$ cat src/rtl/uart_rx_oversampled_if.sv
// CPU-side view of the UART receiver: RX FIFO pop port plus status and sticky error flags.
// master = register logic that pops bytes; slave = the receiver itself.
interface uart_rx_if #(
  parameter int FIFO_DEPTH = 4
);
  localparam int CW = $clog2(FIFO_DEPTH) + 1;

  logic          rd_en;
  logic          err_clr;
  logic [7:0]    rd_data;
  logic          rx_valid;
  logic [CW-1:0] fifo_count;
  logic          busy;
  logic          frame_err;
  logic          overrun_err;

  modport master (
    output rd_en, err_clr,
    input  rd_data, rx_valid, fifo_count, busy, frame_err, overrun_err
  );

  modport slave (
    input  rd_en, err_clr,
    output rd_data, rx_valid, fifo_count, busy, frame_err, overrun_err
  );
endinterface

$ cat src/rtl/uart_rx_oversampled.sv
// 8N1 UART receiver, 16x oversampled, with a show-ahead RX FIFO and sticky framing/overrun flags.
// A held-low line after a bad stop bit parks in BRK so it cannot produce a stream of frames.
module uart_rx_oversampled #(
  parameter int FIFO_DEPTH = 4,
  parameter int DIV_W      = 16
) (
  input  logic             clk,
  input  logic             rst_n,
  input  logic             rx,
  input  logic             rx_en,
  input  logic [DIV_W-1:0] baud_div,
  uart_rx_if.slave         bus
);
  localparam int AW = $clog2(FIFO_DEPTH);
  localparam int CW = AW + 1;

  typedef enum logic [2:0] {IDLE, START, DATA, STOP, BRK} state_t;

  state_t           state;
  logic             rx_m, rx_s;
  logic [DIV_W-1:0] div_cnt, div_lat;
  logic             tick;
  logic [3:0]       sub;
  logic [2:0]       bit_idx;
  logic [7:0]       shreg;
  logic             stop_pt, push, frame_set, ovr_set;

  logic [7:0]       mem [FIFO_DEPTH];
  logic [AW-1:0]    wr_ptr, rd_ptr;
  logic [CW-1:0]    count;
  logic             full, pop, wr;
  logic             frame_err, overrun_err;

  always_ff @(posedge clk) begin
    if (!rst_n) begin
      rx_m <= 1'b1;
      rx_s <= 1'b1;
    end else begin
      rx_m <= rx;
      rx_s <= rx_m;
    end
  end

  // >= rather than == so a smaller baud_div latched mid-count cannot strand the counter.
  assign tick = rx_en && (div_cnt >= div_lat);

  always_ff @(posedge clk) begin
    if (!rst_n) begin
      div_cnt <= '0;
      div_lat <= '0;
    end else begin
      if (state == IDLE) div_lat <= baud_div;
      if (!rx_en || tick) div_cnt <= '0;
      else                div_cnt <= div_cnt + 1'b1;
    end
  end

  assign stop_pt   = tick && (state == STOP) && (sub == 4'd15);
  assign push      = stop_pt && rx_s;
  assign frame_set = stop_pt && !rx_s;

  always_ff @(posedge clk) begin
    if (!rst_n) begin
      state   <= IDLE;
      sub     <= '0;
      bit_idx <= '0;
    end else if (!rx_en) begin
      state   <= IDLE;
      sub     <= '0;
      bit_idx <= '0;
    end else if (tick) begin
      case (state)
        IDLE: if (!rx_s) begin
          state <= START;
          sub   <= '0;
        end
        START: if (sub == 4'd7) begin
          if (!rx_s) begin
            state   <= DATA;
            sub     <= '0;
            bit_idx <= '0;
          end else begin
            state <= IDLE;
          end
        end else begin
          sub <= sub + 1'b1;
        end
        DATA: if (sub == 4'd15) begin
          shreg <= {rx_s, shreg[7:1]};
          sub   <= '0;
          if (bit_idx == 3'd7) state   <= STOP;
          else                 bit_idx <= bit_idx + 1'b1;
        end else begin
          sub <= sub + 1'b1;
        end
        STOP: if (sub == 4'd15) begin
          sub   <= '0;
          state <= rx_s ? IDLE : BRK;
        end else begin
          sub <= sub + 1'b1;
        end
        BRK:     if (rx_s) state <= IDLE;
        default: state <= IDLE;
      endcase
    end
  end

  // When full, a simultaneous pop frees the head slot, which is exactly wr_ptr.
  assign full    = (count == CW'(FIFO_DEPTH));
  assign pop     = bus.rd_en && (count != '0);
  assign wr      = push && (!full || pop);
  assign ovr_set = push && full && !pop;

  always_ff @(posedge clk) begin
    if (wr) mem[wr_ptr] <= shreg;
  end

  always_ff @(posedge clk) begin
    if (!rst_n) begin
      wr_ptr <= '0;
      rd_ptr <= '0;
      count  <= '0;
    end else begin
      if (wr)  wr_ptr <= wr_ptr + 1'b1;
      if (pop) rd_ptr <= rd_ptr + 1'b1;
      count <= count + CW'(wr) - CW'(pop);
    end
  end

  always_ff @(posedge clk) begin
    if (!rst_n) begin
      frame_err   <= 1'b0;
      overrun_err <= 1'b0;
    end else begin
      if (frame_set)        frame_err <= 1'b1;
      else if (bus.err_clr) frame_err <= 1'b0;
      if (ovr_set)          overrun_err <= 1'b1;
      else if (bus.err_clr) overrun_err <= 1'b0;
    end
  end

  assign bus.rd_data     = (count != '0) ? mem[rd_ptr] : 8'h00;
  assign bus.rx_valid    = (count != '0);
  assign bus.fifo_count  = count;
  assign bus.busy        = (state != IDLE);
  assign bus.frame_err   = frame_err;
  assign bus.overrun_err = overrun_err;
endmodule
$ cat src/flat_wrapper.sv
// flat-port wrapper written by rule: the top's interface ports become plain ports
module uart_rx_oversampled_flat 
#(
  parameter int FIFO_DEPTH = 4,
  parameter int DIV_W      = 16
)
  (clk, rst_n, rx, rx_en, baud_div, bus_rd_en, bus_err_clr, bus_rd_data, bus_rx_valid, bus_fifo_count, bus_busy, bus_frame_err, bus_overrun_err);
  uart_rx_if #(.FIFO_DEPTH(FIFO_DEPTH)) bus_i ();
  input  logic clk;
  input  logic rst_n;
  input  logic rx;
  input  logic rx_en;
  input  logic [DIV_W-1:0] baud_div;
  input wire logic [$bits(bus_i.rd_en)-1:0] bus_rd_en;
  input wire logic [$bits(bus_i.err_clr)-1:0] bus_err_clr;
  output wire logic [$bits(bus_i.rd_data)-1:0] bus_rd_data;
  output wire logic [$bits(bus_i.rx_valid)-1:0] bus_rx_valid;
  output wire logic [$bits(bus_i.fifo_count)-1:0] bus_fifo_count;
  output wire logic [$bits(bus_i.busy)-1:0] bus_busy;
  output wire logic [$bits(bus_i.frame_err)-1:0] bus_frame_err;
  output wire logic [$bits(bus_i.overrun_err)-1:0] bus_overrun_err;
  assign bus_i.rd_en = bus_rd_en;
  assign bus_i.err_clr = bus_err_clr;
  assign bus_rd_data = bus_i.rd_data;
  assign bus_rx_valid = bus_i.rx_valid;
  assign bus_fifo_count = bus_i.fifo_count;
  assign bus_busy = bus_i.busy;
  assign bus_frame_err = bus_i.frame_err;
  assign bus_overrun_err = bus_i.overrun_err;
  uart_rx_oversampled #(.FIFO_DEPTH(FIFO_DEPTH), .DIV_W(DIV_W)) u_core (.clk(clk), .rst_n(rst_n), .rx(rx), .rx_en(rx_en), .baud_div(baud_div), .bus(bus_i));
endmodule
$ cat config.mk
export PLATFORM = sky130hd
export DESIGN_NAME = uart_rx_oversampled_flat
export DESIGN_NICKNAME = d
export VERILOG_FILES = /design/src/rtl/uart_rx_oversampled_if.sv /design/src/rtl/uart_rx_oversampled.sv /design/src/flat_wrapper.sv
export SDC_FILE = /design/constraint.sdc
export NUM_CORES = 1
export LEC_CHECK = 0
export ABC_AREA = 0
export CORE_AREA = 2 2 92 94
export CTS_CLUSTER_DIAMETER = 120
export DETAILED_ROUTE_END_ITERATION = 8
export DIE_AREA = 0 0 94 96
export PLACE_DENSITY = 0.75
export SETUP_SLACK_MARGIN = 0.5
export SLEW_MARGIN = 10
export SYNTH_ARGS = -nofsm -noshare
export SYNTH_HDL_FRONTEND = slang
export SYNTH_SLANG_ARGS = --single-unit
$ cat constraint.sdc
create_clock -name clk -period 4.3 [get_ports clk]
set_input_delay 0.43 -clock clk [delete_from_list [all_inputs] [get_ports clk]]
set_output_delay 0.43 -clock clk [all_outputs]
set_load 0.05 [all_outputs]
# == Word-level counts from Yosys, hierarchy flattened ==
# Memory sizes are Yosys's and may differ from the RTL's. A register that Yosys moved wholly into a read port is not among the register bits.
# Cells that the tools add are included.
# word_totals
ram_bits,32
register_bits,61
inputBits,22
wordCells,94
output_inout_bits,15
memories,1
# classes
n_bitwise,1
n_eq_ne,16
n_mux,26
n_reduce_logical,29
n_addsub,7
order_cmp,1
# memory_table
memory,depth,word_bits,rd,rd_ports_with_merged_regs,write_ports,line_no,source
u_core.mem,4,8,1,1,1,uart_rx_oversampled.sv:28,logic [7:0] mem [FIFO_DEPTH];
# op_table
op,n
$mux W3,11
$add A16 B1 Y16 const B,1
$ge A16 B16 Y1,1
$pmux W3 S5,1
$mux W4,3
$pmux W4 S3,1
$eq A3 B3 Y1 const B,3
$logic_and A1 B1 Y1,9
$reduce_bool A3 Y1,3
$mux W8,1
$ne A2 B1 Y1 const B,4
$ne A2 B2 Y1 const B,4
$reduce_and A7 Y1,1
$eq A3 B2 Y1 const B,2
$mux W2,3
$pmux W3 S2,1
$reduce_and A6 Y1,1
$reduce_bool A2 Y1,3
$mux W1,5
$reduce_and A5 Y1,1
$add A2 B1 Y2 const B,2
$add A4 B1 Y4 const B,1
$eq A4 B3 Y1 const B,1
$eq A4 B4 Y1 const B,1
other kinds (10),16

# == Logic depth before layout (Yosys ltp) ==
# depth
word_depth,8
mapped_depth,13
mapped_depth_nobuf,12

# == Worst setup path before layout ==
# Ideal clock, no wire load.
# synth_timing
kind,register -> register
from,"register u_core.count[1], in the netlist u_core.bus.fifo_count[1]"
to,"register u_core.count[2], in the netlist u_core.bus.fifo_count[2]"
synth_period_minus_slack_ns,2.839
required_time_ns,4.172
n_path_buf,1
arrival_time_ns,2.712
setup_ns,0.128
path_slack_ns,1.461
stages_incl_launch_ff,11
path_cell_list,dfxtp_1 > or3_1 > clkbuf_1 > and2_1 > ha_1 > inv_1 > ha_1 > inv_1 > fa_1 > xnor2_1 > nor2_1
# synth_via
elab_chain_cells,6
word_cells_on_any_way,8
classes_between,2 x add/sub; 1 x eq/ne; 5 x reduce/logical
# synth_lines
element,line_no,source
start: declaration,uart_rx_oversampled.sv:30,logic [CW-1:0] count;
start signal: assignment,uart_rx_oversampled.sv:126,count <= count + CW'(wr) - CW'(pop);
$reduce_bool A3 Y1 *,n/a,
named net bus_rx_valid,flat_wrapper.sv:17,output wire logic [$bits(bus_i.rx_valid)-1:0] bus_rx_valid;
$logic_and A1 B1 Y1 *,uart_rx_oversampled.sv:110,assign pop = bus.rd_en && (count != '0);
named net u_core.pop,uart_rx_oversampled.sv:31,"logic full, pop, wr;"
$logic_or A1 B1 Y1,uart_rx_oversampled.sv:111,assign wr = push && (!full || pop);
$logic_and A1 B1 Y1,uart_rx_oversampled.sv:111,
$add A3 B1 Y3,uart_rx_oversampled.sv:126,
$sub A3 B1 Y3 *,uart_rx_oversampled.sv:126,
# The timed path passes the listed nets; every way through them passes the cells marked *.
# A chain may end at the register's enable or synchronous reset.

==> summary.txt <==
Timing
  – Final hold vios: 0
  – Max-slew violation count: 0
  – Fmax: 0.339 GHz
  – Hold_ws: 0.417 ns
  – RSZ-0062 raised after global routing: false
  – Final setup TNS: 0 ns
  – Setup violations, final: 0
  – Slew headroom: 47.3%
  – Tcrit/Tclk final: 68.7%
  – Clock skew: 0.0131 ns
  – Tightest Pin Transition: 0.790 ns
  – Final min period: 2.95 ns

Place
  – Cells after DPL: 535
  – Post-Place Cell Area: 0.00473 mm²
  – DP HPWL: 5.54 mm
  – Input/output buffers: 36
  – RD Place Congestion: 0.861

Global route
  – Global-route wire length before repair: 13.8 mm
  – Grt total ovfl: 0
  – Initial antenna violation count: 0
  – Total GRT Usage: 19.9%
  – Largest net degree at the start of global routing: 24
  – Vias in the first global route: 2825

Clock tree
  – Root Buffer: clkbuf_8
  – Clock sinks: 95
  – CTS clk-pin slew, worst paths: 0.10 ns
  – Maximum clock insertion buffer count: 2
  – Post-CTS sizing: 0
  – Skew-Pair Late Insertion Delay: 0.36 ns
  – CTS tree: done
  – Post-CTS setup buffers: 0
  – CTS Hold Bufs: 0
  – H-tree Lvls: 3
  – Total CTS buffers: 9

Yosys
  – Yosys cell types: 40
  – Post-synth EDFFs: 40
  – Synth Cell Area: 0.00430 mm²
  – Yosys Warn Count: 0
  – Syn_area_per_cell: 10.5 µm²
  – Syn Inst Count: 408
  – #FFs+latches synth: 95
  – Register area share after synthesis: 53.6%
  – Most used DFF post-synth: dfxtp_1
  – Asr flop ratio synth: 0%
  – Post-Syn Nets: 457

Critical path
  – Crit path DAT: 2.52 ns
  – Worst path required time: 3.87 ns
  – Biggest cell delay along the critical path: 0.72 ns
  – Cell Chain, Critical Path: mux4_2 > and2_1 > clkdlybuf4s50_1
  – Crit end category: output port
  – Reg2Reg Depth: 11
  – CP startpoint kind: flip-flop
  – Reg-to-Reg Start: u_core.div_cnt[0]$_SDFF_PP0_
  – Worst path slowest cell: clkdlybuf4s50_1
  – CP Max Fanout: 8
  – WS Path Type: reg2out

Status
  – Status: finished, final reports clean

Hold path
  – HP Start: u_core.rx_m$_SDFF_PN1_
  – WHS Path Cells: 1
  – Hold Path Class: reg2reg

Floorplanning
  – Area of the core: 0.00805 mm²
  – # rows: 33
  – I/O pin total: 37
  – Die width: 94 µm
  – Chip height: 96 µm
  – Full die area: 0.00902 mm²
  – Initial Utilization: 53.3%

Routing
  – DR pass1 iterations: 5
  – Drt via density: 5.36
  – Total number of vias: 2952
  – DRC errors left: 0
  – Routed length per instance: 14.3 µm
  – Initial DRC count: 163
  – Total routed wirelength: 7.90 mm
  – Routed Antenna Nets: 0

Layout
  – Layout cells sized above 1: 6.73%
  – Nets: 490
  – Diodes inserted: 0
  – Non-Filler Instances: 551
  – Area Overhead vs Synth: 15.0%
  – Fillers: 666
  – Design area: 0.00494 mm²
  – Core Util, Final: 61.3%

Pwr
  – Power density cells: 459 mW/mm²
  – Pleak: 1.80 nW
  – Max VDD drop: 235 µV

Flow run
  – Max-cap violations: 0
==> path summary, 6_finish.rpt <==
| kind | to | slack, ns |
|---|---|---|
| max reg2reg | u_core.bus.fifo_count[1]$_SDFF_PN0_ | 1.42 |
| min | u_core.rx_s$_SDFF_PN1_ | 0.42 |
| max | bus_rd_data[2] | 1.35 |
| min reg2reg | u_core.rx_s$_SDFF_PN1_ | 0.42 |
==> critical path, delay by kind of cell, from the launching register on <==
family,cells,cell delay (ns)
buffers and inverters,1,0.72
multiplexers,1,0.56
flip-flops,1,0.70
AND/OR/NAND/NOR,1,0.18
==> cells in the final DEF, fill, tap and decap left out, drive strengths merged, types with 8 or more instances in the layout <==
master / netlist / routed
edfxtp: 40 / 40
mux4: 8 / 8
dfxtp: 55 / 55
nand2b: 9 / 9
a21oi: 25 / 25
nand3: 19 / 19
and3: 9 / 9
ha: 26 / 26
nand2: 56 / 56
and2: 12 / 12
clkdlybuf4s50: 0 / 36
nor2: 29 / 29
xor2: 10 / 10
inv: 25 / 29
clkbuf: 14 / 10
xnor2: 9 / 9
o21ai: 10 / 10
==> area by class of cell <==
class | instances | area (µm²) | share of cell area, %
flip-flops and latches | 95 | 2300 | 46.6
multi-input cells | 271 | 1830 | 37.0
repair buffers | 38 | 375 | 7.60
well taps | 105 | 131 | 2.66
clock buffers | 10 | 128 | 2.58
inverters | 26 | 97.6 | 1.98
clock inverters | 6 | 77.6 | 1.57
==> state kept, by name, summed over array words and instances, names as in the netlist, 2 cells and up, named ones only <==
signal and cells:
u_core.state 3, u_core.wr_ptr 2, u_core.mem 32, u_core.div_cnt 16, u_core.sub 4, u_core.div_lat 16
u_core.bus.fifo_count 3, u_core.shreg 8, u_core.rd_ptr 2, u_core.bit_idx 3
==> metrics by stage <==
step	power (mW)	setup slack, ns
2_1_floorplan	1.49	1.46
3_3_place_gp	1.68	1.55
3_5_place_dp	1.69	1.42
4_1_cts	2.29	1.27
5_1_grt	2.38	1.14
6_report	2.27	1.35
==> synthesized netlist by cell type (all sizes together), types with 7 or more instances <==
cell | n | share of area [%]
edfxtp | 40 | 28
ha | 26 | 7.6
nand3 | 19 | 2.2
o21ai | 10 | 1.2
nand2b | 9 | 1.3
and3 | 9 | 1.3
nor3 | 7 | 1.0
xor2 | 10 | 2.0
nor2 | 29 | 2.5
nand2 | 56 | 4.9
mux4 | 8 | 4.2
inv | 25 | 2.2
nand4 | 7 | 1.0
xnor2 | 9 | 1.8
a21oi | 25 | 2.9
clkbuf | 14 | 1.2
and2 | 12 | 1.7
dfxtp | 55 | 26
==> layer usage <==
metal | routed length, µm | vias up | GRT usage, %
met3 | 269 | 13 | 3.68
met2 | 3960 | 69 | 34.8
met4 | 112 | 0 | 7.00
met5 | 0 | - | 0
li1 | - | 1478 | -
met1 | 3550 | 1392 | 24.9
==> cells by family (layout without fill, tap and decap cells) <==
logic type	count (synthesis)	after routing	synth area share (%)
adder cells (fa/ha/maj)	27	27	8.04
XOR/XNOR	19	19	3.87
buffers and inverters	42	80	3.87
flip-flops	95	95	53.6
multiplexers	13	13	5.36
AND/OR/NAND/NOR	168	168	19.6
AO/OA/AOI/OAI	44	44	5.62
==> report_power, final <==
part           internal (mW)  total, mW  switching (mW)
sequential             0.968       1.03          0.0580
combinational          0.256      0.636           0.379
clock                  0.282      0.605           0.324
No activity file was read; power rests on OpenSTA's default activity.
